==> config.mk <==
export PLATFORM = sky130hd
export DESIGN_NAME = bch_correct_buffer
export DESIGN_NICKNAME = d
export VERILOG_FILES = /design/src/rtl/bch_correct_buffer.sv
export SDC_FILE = /design/constraint.sdc
export NUM_CORES = 1
export LEC_CHECK = 0
export CAP_MARGIN = 30
export CORE_MARGIN = 3
export CORE_UTILIZATION = 53
export DETAILED_ROUTE_END_ITERATION = 6
export PLACE_DENSITY = 0.79
export SETUP_SLACK_MARGIN = 0.3
export SLEW_MARGIN = 15
export SYNTH_ARGS = -nofsm -noshare
export SYNTH_HDL_FRONTEND = slang
export SYNTH_SLANG_ARGS = --single-unit
==> constraint.sdc <==
create_clock -name clk -period 4 [get_ports clk]
set_clock_uncertainty 0.05 [all_clocks]
set_input_delay 0.6 -clock clk [delete_from_list [all_inputs] [get_ports clk]]
set_output_delay 0.6 -clock clk [all_outputs]
set_load 0.005 [all_outputs]
==> src/rtl/bch_correct_buffer.sv <==
// bch_correct_buffer
// Receive-side correction buffer for the BCH decoder chain. Data words of
// each received codeword are parked in a data RAM while the syndrome,
// key-solver and Chien stages run. The error-location words from the Chien
// stream are parked in a mask RAM. Once a frame's mask is complete, the
// frame is read out as data XOR mask. Frames leave in arrival order on a
// stallable word stream.
//
// Ports
//   clk, reset                    clock (rising edge), async active-high reset
//   in_valid/in_first/in_data     received data words, in_ready = accept
//   err_valid/err_first/err_last  error mask words (never stalled)
//   err
//   out_valid/out_first/out_last  corrected word stream, out_ready = accept
//   out_data
//   proto_err                     sticky protocol-violation flag
module bch_correct_buffer #(
   parameter int DATA_BITS = 256,
   parameter int BITS      = 32,
   parameter int FRAMES    = 2
) (
   input  logic            clk,
   input  logic            reset,
   input  logic            in_valid,
   input  logic            in_first,
   input  logic [BITS-1:0] in_data,
   output logic            in_ready,
   input  logic            err_valid,
   input  logic            err_first,
   input  logic            err_last,
   input  logic [BITS-1:0] err,
   output logic            out_valid,
   output logic            out_first,
   output logic            out_last,
   output logic [BITS-1:0] out_data,
   input  logic            out_ready,
   output logic            proto_err
);
   localparam int W     = DATA_BITS / BITS;
   localparam int IW    = (W > 1) ? $clog2(W) : 1;
   localparam int PW    = (FRAMES > 1) ? $clog2(FRAMES) : 1;
   localparam int CW    = $clog2(FRAMES + 1);
   localparam int DEPTH = FRAMES * W;
   localparam int AW    = (DEPTH > 1) ? $clog2(DEPTH) : 1;
   localparam logic [IW-1:0] LAST_IDX  = IW'(W - 1);
   localparam logic [PW-1:0] LAST_SLOT = PW'(FRAMES - 1);
   localparam logic [CW-1:0] FRAMES_C  = CW'(FRAMES);
   localparam logic [AW-1:0] W_A       = AW'(W);

   typedef enum logic [0:0] {D_IDLE = 1'b0, D_FILL = 1'b1} d_state_t;
   typedef enum logic [0:0] {E_IDLE = 1'b0, E_FILL = 1'b1} e_state_t;

   function automatic logic [PW-1:0] next_slot_f(input logic [PW-1:0] s);
      if (s == LAST_SLOT) return {PW{1'b0}};
      else                return s + PW'(1);
   endfunction

   function automatic logic [AW-1:0] addr_f(input logic [PW-1:0] s, input logic [IW-1:0] i);
      return AW'(s) * W_A + AW'(i);
   endfunction

   logic [BITS-1:0] data_mem_r [DEPTH];
   logic [BITS-1:0] mask_mem_r [DEPTH];

   // data writer
   d_state_t        d_state_r, d_state_s;
   logic [PW-1:0]   d_slot_r, d_slot_s;
   logic [IW-1:0]   d_idx_r, d_idx_s, d_widx_s;
   logic [CW-1:0]   alloc_cnt_r, alloc_cnt_s;
   logic            in_ready_r, d_acc_s, d_we_s, d_done_s, d_alloc_s, d_proto_s;
   // error writer
   e_state_t        e_state_r, e_state_s;
   logic [PW-1:0]   m_slot_r, m_slot_s;
   logic [IW-1:0]   e_idx_r, e_idx_s, e_widx_s;
   logic [CW-1:0]   dm_gap_r, ready_cnt_r;
   logic            e_take_s, e_done_s, e_proto_s;
   // reader, read stage and output skid
   logic [PW-1:0]   r_slot_r;
   logic [IW-1:0]   r_idx_r;
   logic [AW-1:0]   rd_addr_s;
   logic [1:0]      occ_s, sk_cnt_r;
   logic            pop_s, credit_s, rd_go_s, rd_end_s, free_s;
   logic            rd_vld_r, rd_first_r, rd_last_r;
   logic [BITS-1:0] rd_data_r;
   logic            out_valid_r, out_first_r, out_last_r, sp_first_r, sp_last_r;
   logic [BITS-1:0] out_data_r, sp_data_r;
   logic            proto_r;

   // Data writer: places words, allocates a slot on word 0, flags data-complete at W-1
   always_comb begin
      d_state_s = d_state_r;
      d_slot_s  = d_slot_r;
      d_idx_s   = d_idx_r;
      d_we_s    = 1'b0;
      d_done_s  = 1'b0;
      d_alloc_s = 1'b0;
      d_proto_s = 1'b0;
      d_acc_s   = in_valid & in_ready_r;
      if (in_first) d_widx_s = {IW{1'b0}};
      else          d_widx_s = d_idx_r;
      case (d_state_r)
         D_IDLE: begin
            if (d_acc_s && in_first) begin
               d_we_s    = 1'b1;
               d_alloc_s = 1'b1;
            end else begin
               d_proto_s = d_acc_s;
            end
         end
         D_FILL: begin
            if (d_acc_s) begin
               d_we_s    = 1'b1;
               d_proto_s = in_first;   // restart of the current slot
            end else begin
               d_we_s = 1'b0;
            end
         end
         default: d_state_s = D_IDLE;
      endcase
      if (d_we_s && (d_widx_s == LAST_IDX)) begin
         d_done_s  = 1'b1;
         d_state_s = D_IDLE;
         d_idx_s   = {IW{1'b0}};
         d_slot_s  = next_slot_f(d_slot_r);
      end else if (d_we_s) begin
         d_state_s = D_FILL;
         d_idx_s   = d_widx_s + IW'(1);
      end else begin
         d_idx_s = d_idx_r;
      end
   end

   // Error writer: err_first is legal only against a frame whose data completed earlier
   always_comb begin
      e_state_s = e_state_r;
      m_slot_s  = m_slot_r;
      e_idx_s   = e_idx_r;
      e_take_s  = 1'b0;
      e_done_s  = 1'b0;
      e_proto_s = 1'b0;
      if (err_first) e_widx_s = {IW{1'b0}};
      else           e_widx_s = e_idx_r;
      case (e_state_r)
         E_IDLE: begin
            if (err_valid && err_first && (dm_gap_r != {CW{1'b0}})) begin
               e_take_s = 1'b1;
            end else begin
               e_proto_s = err_valid & err_first;
            end
         end
         E_FILL: begin
            if (err_valid) begin
               e_take_s  = 1'b1;
               e_proto_s = err_first;
            end else begin
               e_take_s = 1'b0;
            end
         end
         default: e_state_s = E_IDLE;
      endcase
      if (e_take_s && (e_widx_s == LAST_IDX)) begin
         e_state_s = E_IDLE;
         e_idx_s   = {IW{1'b0}};
         if (err_last) begin
            e_done_s = 1'b1;
            m_slot_s = next_slot_f(m_slot_r);
         end else begin
            e_proto_s = 1'b1;   // frame abandoned, slot stays for a retry
         end
      end else if (e_take_s && err_last) begin
         e_proto_s = 1'b1;
         e_state_s = E_IDLE;
         e_idx_s   = {IW{1'b0}};
      end else if (e_take_s) begin
         e_state_s = E_FILL;
         e_idx_s   = e_widx_s + IW'(1);
      end else begin
         e_idx_s = e_idx_r;
      end
   end

   // Reader: issue a read whenever a mask-complete frame waits and the skid has room
   always_comb begin
      pop_s  = out_valid_r & out_ready;
      free_s = pop_s & out_last_r;
      occ_s  = sk_cnt_r + {1'b0, rd_vld_r};
      if (pop_s) credit_s = (occ_s < 2'd3);
      else       credit_s = (occ_s < 2'd2);
      rd_go_s     = (ready_cnt_r != {CW{1'b0}}) & credit_s;
      rd_end_s    = rd_go_s & (r_idx_r == LAST_IDX);
      rd_addr_s   = addr_f(r_slot_r, r_idx_r);
      alloc_cnt_s = alloc_cnt_r + CW'(d_alloc_s) - CW'(free_s);
   end

   // Control registers for both writers, the reader and the protocol flag
   always_ff @(posedge clk or posedge reset) begin
      if (reset) begin
         d_state_r   <= D_IDLE;
         d_slot_r    <= {PW{1'b0}};
         d_idx_r     <= {IW{1'b0}};
         alloc_cnt_r <= {CW{1'b0}};
         in_ready_r  <= 1'b0;
         e_state_r   <= E_IDLE;
         m_slot_r    <= {PW{1'b0}};
         e_idx_r     <= {IW{1'b0}};
         dm_gap_r    <= {CW{1'b0}};
         ready_cnt_r <= {CW{1'b0}};
         r_slot_r    <= {PW{1'b0}};
         r_idx_r     <= {IW{1'b0}};
         rd_vld_r    <= 1'b0;
         rd_first_r  <= 1'b0;
         rd_last_r   <= 1'b0;
         proto_r     <= 1'b0;
      end else begin
         d_state_r   <= d_state_s;
         d_slot_r    <= d_slot_s;
         d_idx_r     <= d_idx_s;
         alloc_cnt_r <= alloc_cnt_s;
         // registered so a freed slot shows one cycle later and out_ready never reaches in_ready
         in_ready_r  <= (alloc_cnt_s < FRAMES_C) | (d_state_s == D_FILL);
         e_state_r   <= e_state_s;
         m_slot_r    <= m_slot_s;
         e_idx_r     <= e_idx_s;
         dm_gap_r    <= dm_gap_r + CW'(d_done_s) - CW'(e_done_s);
         ready_cnt_r <= ready_cnt_r + CW'(e_done_s) - CW'(rd_end_s);
         if (rd_end_s) begin
            r_idx_r  <= {IW{1'b0}};
            r_slot_r <= next_slot_f(r_slot_r);
         end else if (rd_go_s) begin
            r_idx_r  <= r_idx_r + IW'(1);
         end
         rd_vld_r   <= rd_go_s;
         rd_first_r <= (r_idx_r == {IW{1'b0}});
         rd_last_r  <= (r_idx_r == LAST_IDX);
         proto_r    <= proto_r | d_proto_s | e_proto_s;
      end
   end

   // Data and mask RAMs with a registered, already-corrected read port
   always_ff @(posedge clk) begin
      if (d_we_s) data_mem_r[addr_f(d_slot_r, d_widx_s)] <= in_data;
      if (e_take_s) mask_mem_r[addr_f(m_slot_r, e_widx_s)] <= err;
      if (rd_go_s) rd_data_r <= data_mem_r[rd_addr_s] ^ mask_mem_r[rd_addr_s];
   end

   // Two-entry output skid: head drives the outputs, spare absorbs one word of stall
   always_ff @(posedge clk or posedge reset) begin
      if (reset) begin
         sk_cnt_r    <= 2'd0;
         out_valid_r <= 1'b0;
         out_first_r <= 1'b0;
         out_last_r  <= 1'b0;
         out_data_r  <= {BITS{1'b0}};
         sp_first_r  <= 1'b0;
         sp_last_r   <= 1'b0;
         sp_data_r   <= {BITS{1'b0}};
      end else begin
         case (sk_cnt_r)
            2'd0: begin
               if (rd_vld_r) begin
                  {out_first_r, out_last_r, out_data_r} <= {rd_first_r, rd_last_r, rd_data_r};
                  out_valid_r <= 1'b1;
                  sk_cnt_r    <= 2'd1;
               end
            end
            2'd1: begin
               if (rd_vld_r && pop_s) begin
                  {out_first_r, out_last_r, out_data_r} <= {rd_first_r, rd_last_r, rd_data_r};
               end else if (rd_vld_r) begin
                  {sp_first_r, sp_last_r, sp_data_r} <= {rd_first_r, rd_last_r, rd_data_r};
                  sk_cnt_r <= 2'd2;
               end else if (pop_s) begin
                  out_valid_r <= 1'b0;
                  sk_cnt_r    <= 2'd0;
               end
            end
            2'd2: begin
               if (pop_s) begin
                  {out_first_r, out_last_r, out_data_r} <= {sp_first_r, sp_last_r, sp_data_r};
                  if (rd_vld_r) begin
                     {sp_first_r, sp_last_r, sp_data_r} <= {rd_first_r, rd_last_r, rd_data_r};
                  end else begin
                     sk_cnt_r <= 2'd1;
                  end
               end
            end
            default: begin
               sk_cnt_r    <= 2'd0;
               out_valid_r <= 1'b0;
            end
         endcase
      end
   end

   assign in_ready  = in_ready_r;
   assign out_valid = out_valid_r;
   assign out_first = out_first_r;
   assign out_last  = out_last_r;
   assign out_data  = out_data_r;
   assign proto_err = proto_r;

endmodule

==> After elaboration in Yosys (flattened, before gate mapping) <==
Memory sizes are Yosys's and may differ from the RTL's.
Cells that the tools add are included.
{ "totals": {"register_bits": 128, "mem_bits_rw": 1024, "wordCells": 170, "mem_count": 2} }
{ "op_classes": {"n_addsub": 16, "n_lt_le_gt_ge": 3, "eq_ne": 13, "muxes": 77, "bitwise_logic": 13, "reduce_logical": 21} }
{ "memory_table": {"columns": ["memory", "depth", "width", "read_ports", "rd_ports_with_merged_regs", "write_ports", "line_no", "text"], "rows": [
  ["data_mem_r", 16, 32, 1, 0, 1, "62", "logic [BITS-1:0] data_mem_r [DEPTH];"],
  ["mask_mem_r", 16, 32, 1, 0, 1, "63", "logic [BITS-1:0] mask_mem_r [DEPTH];"]
]} }
{ "op_table": {"columns": ["cell", "n"], "rows": [
  ["$mux W32", 6],
  ["$pmux W32 S3", 1],
  ["$pmux W32 S2", 1],
  ["$mux W1", 44],
  ["$xor A32 B32 Y32", 1],
  ["$mux W3", 9],
  ["$ne A2 B2 Y1 const B", 7],
  ["$add A4 B3 Y4", 3],
  ["$mux W2", 6],
  ["$pmux W1 S2", 6],
  ["$reduce_and A5 Y1", 2],
  ["$reduce_bool A2 Y1", 5],
  ["$add A3 B1 Y3 const B", 3],
  ["$eq A3 B3 Y1 const B", 3],
  ["$pmux W1 S3", 3],
  ["$add A2 B1 Y2", 4],
  ["$logic_and A1 B1 Y1", 7],
  ["$and A1 B1 Y1", 6],
  ["$lt A2 B2 Y1 const B", 3],
  ["$pmux W2 S3", 1],
  ["$reduce_bool A3 Y1", 2],
  ["$sub A2 B1 Y2", 3],
  ["$reduce_and A4 Y1", 1],
  ["$add A1 B1 Y1 const B", 3],
  ["other kinds (9)", 13]
]} }

==> Depth between registers and ports, before layout <==
{ "depth": {"word_depth": 8, "ltp_mapped": 10, "ltp_nobuf": 10} }

==> Worst setup path before layout <==
Ideal clock, no wire load.
{ "synth_timing": {"path_kind": "input -> register", "from": "input port err_first", "to": "memory mask_mem_r[0][0] (enable)", "setup_time_ns": 0.461, "t_arrival_ns": 3.270, "required_time_ns": 3.489, "slack_ns": 0.219, "path_stages": 4, "cell_sequence": "o21a_1 o21a_1 nand2_1 nor3_1"} }
{ "synth_between": {"elab_chain_len": 6, "elab_cells_between_ends": 8, "classes_between": "1 x add/sub; 5 x mux; 2 x reduce/logical"} }
{ "synth_lines": {"columns": ["item", "line_no", "text"], "rows": [
  ["from (decl)", "29", "input logic err_first,"],
  ["$logic_and A1 B1 Y1 (2 in a row)", "145", "if (err_valid && err_first && (dm_gap_r != {CW{1'b0}})) begin"],
  ["$mux W1", "145", null],
  ["$pmux W1 S2", "143", "case (e_state_r)"],
  ["$mux W1", "242", "if (e_take_s) mask_mem_r[addr_f(m_slot_r, e_widx_s)] <= err;"],
  ["$mux W1 (not written as such)", "242", null],
  ["to (decl)", "63", null]
]} }
Several ways; a longest one is shown, not always the timed one.

==> Final worst setup path <==
{ "layout_timing": {"from": "register r_idx_r[1]", "to": "register ready_cnt_r[1]"} }
{ "layout_between": {"elab_chain_len": 3} }
{ "layout_lines": {"columns": ["item", "line_no", "text"], "rows": [
  ["from (decl)", "79", "logic [IW-1:0] r_idx_r;"],
  ["from (signal assigned)", "209", "r_idx_r <= {IW{1'b0}};"],
  ["from (signal assigned)", "227", "r_idx_r <= {IW{1'b0}};"],
  ["from (signal assigned)", "230", "r_idx_r <= r_idx_r + IW'(1);"],
  ["$eq A3 B3 Y1", "190", "rd_end_s = rd_go_s & (r_idx_r == LAST_IDX);"],
  ["$and A1 B1 Y1", "190", null],
  ["$sub A2 B1 Y2", "225", "ready_cnt_r <= ready_cnt_r + CW'(e_done_s) - CW'(rd_end_s);"],
  ["to (signal assigned)", "207", "ready_cnt_r <= {CW{1'b0}};"],
  ["to (signal assigned)", "225", null],
  ["to (decl)", "75", "logic [CW-1:0] dm_gap_r, ready_cnt_r;"]
]} }
Every way passes these cells.
A chain may end at the register's enable or synchronous reset.

==> impl_metrics.toml <==
[clock_network]
cts_root_buf = "clkbuf_16"
cts_max_path_buffers = 3
cts_made_buffers = 109
cts_setup_buffers = 0
clock_sinks = 1152
cts_resized = 0
holdBufCountCts = 0
cts_max_level = 3
cts_tree = "done"
clkLatencyLatePin_ps = 680
clkTransAtPathRegs_ps = 60

[pwr]
p_int_mw = 24.1
ir_drop_v = 0.000445
p_clk_share_pct = 28.6
power_frac_comb_pct = 28.6
p_leak_nw = 16.7
seq_power_share_pct = 42.8
swShare_pct = 30.5
power.switching_mw = 10.6
pwr_density_cell_nw_per_um2 = 682
design_power_total_mw = 34.7

[sta]
rsz0062_at_grt = "false"
worst_slack_ps = 798
slew_viol_final = 0
min_period_ps = 3200
slew_headroom_pct = 44.7
setup_viol = 0
tns_ps = 0
max_slew.worst_pin.slew_ps = 830
hold_viol = 0
max_freq_mhz = 312
final.period_utilization_pct = 80.1

[setup_path]
cp_max_fo = 40
r2r_end = "ready_cnt_r[1]"
r2r-start = "r_idx_r[1]"
setup.worst_path.start_class = "register"
r2r_setup_slack_ps = 800
path_class = "reg2reg"
worstRegToRegCells = 8
crit_required_ps = 4560
crit_arrival_ps = 3760
end_kind = "register"

[yosys]
yosys_warnings = 0
synth.top_cells.by_area = "edfxtp_1 71%, mux4_2 12%, dfrtp_1 5.4%"
synth.most_common_cell = "edfxtp_1"
synth_cell_types = 42
syn_avg_cell_area_um2 = 21.4
ys.flop_type = "edfxtp_1"
synth_area_leader_cell = "edfxtp_1"
syn-instance-count = 2075
synth-seq-cells = 1152
yosysTopAreaCellShare_pct = 71.3
synth_edf_count = 1056
synth_nets = 2166
synth_common_cells = "1056 x edfxtp_1, 239 x mux4_2, 142 x mux2i_1"
async_reset_ff_share_pct = 8.33
yosysSeqAreaShare_pct = 76.7
netlist_area_um2 = 44500

[placement]
portBuffers = 108
place_hpwl_mm = 58.2
dp_slack_ps = 877
gp_congestion = 0.814

[routing]
drc = 0
first_pass_iters = 6
viasPerCell = 6.42
postRouteAntennaNets = 0
routedWlPerCell_um = 30.7
wl_mm = 105
vias = 21900
first_iter_violations = 2846

[floorplanning]
start_util_pct = 53.8
dieHeight_um = 296
core_area_um2 = 82600
ios = 109
dieArea_um2 = 87500
fp.dieW_um = 296
rows = 105

[finish]
area_delta_synth_final_pct = 14.5
fin_nets = 2345
fin_util_pct = 61.6
drive_above_1_share_pct = 22.9

[min_path]
hp-class = "in2async"

[global_routing]
grt-ovfl-total = 0
grt_pass1_vias = 22500
track_usage_pct = 24.4
grt_pass1_wl_mm = 155
antenna_found_initial = 6
grt_max_degree = 69

[run]
max_cap_viol_count = 0

[outcome]
status = "completed"
==> state kept, by name (all words and copies together) (netlist names), 2 cells and up <==
register	count
dm_gap_r	2
data_mem_r	512
ready_cnt_r	2
sp_data_r	32
mask_mem_r	512
alloc_cnt_r	2
e_idx_r	3
rd_data_r	32
sk_cnt_r	2
r_idx_r	3
out_data	32
d_idx_r	3
==> logic make-up (layout without fill, tap and decap cells) <==
group / after synthesis / in the layout / share of synthesized area (%)
AOI/OAI and AO/OA: 168 / 168 / 2.73
adders and majority gates: 19 / 19 / 0.534
DFF: 1152 / 1152 / 76.7
xor gates and xnor gates: 45 / 45 / 0.886
muxes: 415 / 415 / 16.2
other: 0 / 4 / 0
buffers and inverters: 119 / 385 / 1.48
and+or+nand+nor: 157 / 157 / 1.53
==> worst max path at each step <==
stage / startpoint / endpoint / slack, ps / cells past startpoint
2_1_floorplan: reset / alloc_cnt_r[0] / 840 / 1
3_3_place_gp: in_first / data_mem_r[3][19] / 960 / 6
3_5_place_dp: in_first / data_mem_r[7][9] / 880 / 6
4_1_cts: r_idx_r[1] / ready_cnt_r[1] / 800 / 8
5_1_grt: r_idx_r[1] / ready_cnt_r[1] / 720 / 8
6_report: r_idx_r[1] / ready_cnt_r[1] / 800 / 8
==> through the flow <==
| step | hold WS [ps] | cells | cell area [um^2] |
|---|---|---|---|
| 6_report | 284 | 3415 | 50900 |
| 5_1_grt | 310 | 3412 | 50900 |
| 4_1_cts | 283 | 3411 | 50900 |
| 3_5_place_dp | 402 | 3213 | 47400 |
| 3_3_place_gp | 402 | 3213 | 47400 |
| 2_1_floorplan | 381 | 2075 | 44500 |
==> worst max-delay path, stage by stage (launching register included) <==
cell	delay, ps
dfrtp_4	730
buf_4	710
ha_1	280
ha_1	330
nand2_1	180
xnor2_1	230
ha_1	220
xor2_1	220
xnor2_1	150
==> layer usage <==
layer  track usage [%]  vias to the layer above  share of wire [%]
met5                 0                        -              0.028
met4              10.4                        4                4.2
met3              4.32                      232                9.6
met2              37.8                     1436                 49
met1              34.8                    11300                 38
li1                  -                     8935                  -
==> cells in the final DEF (no fill, tap or decap), types with 3 or more instances in the layout <==
master / netlist / routed
edfxtp_1: 1056 / 1056
mux4_2: 239 / 239
mux2i_1: 142 / 142
clkbuf_16: 0 / 112
clkdlybuf4s50_1: 0 / 108
dfrtp_1: 96 / 93
nand2_1: 49 / 49
a221oi_1: 46 / 46
nor2_1: 71 / 43
buf_4: 6 / 36
a21oi_1: 35 / 35
xor2_1: 35 / 35
mux2_2: 34 / 34
o21ai_0: 32 / 32
clkinv_1: 0 / 32
buf_12: 0 / 29
nor2_4: 0 / 28
a22oi_1: 23 / 23
clkbuf_1: 52 / 20
ha_1: 19 / 19
clkinv_2: 0 / 14
inv_1: 14 / 12
xnor2_1: 10 / 10
nor2b_1: 9 / 8
a221oi_2: 8 / 8
nand3b_1: 6 / 6
nand2b_1: 7 / 6
o21a_1: 7 / 6
nand3_1: 5 / 5
clkinv_16: 0 / 5
bufinv_16: 0 / 5
diode_2: 0 / 4
o32a_1: 4 / 4
nor3_4: 0 / 4
o211ai_1: 3 / 3
a31oi_1: 3 / 3
clkinvlp_4: 0 / 3
dfrtp_4: 0 / 3
==> layout make-up <==
cell class	instances	area (um^2)
flip-flops and latches	1152	34100
fillers	5214	31700
multi-input cells	804	9990
clock buffers	136	2920
repair buffers	173	1930
well taps	1070	1340
clock inverters	62	554
inverters	14	57.6
diodes	4	10.0
==> power groups by stage <==
stage / logic, mW / clock network [mW] / registers, mW
floorplan: 6.63 / 0 / 14.8
global placement: 9.54 / 0 / 15.0
detailed placement: 9.80 / 0 / 15.1
CTS: 9.98 / 10.0 / 14.9
global route: 10.5 / 10.5 / 14.9
finish: 9.92 / 9.94 / 14.9
No activity file was read; power rests on OpenSTA's default activity.
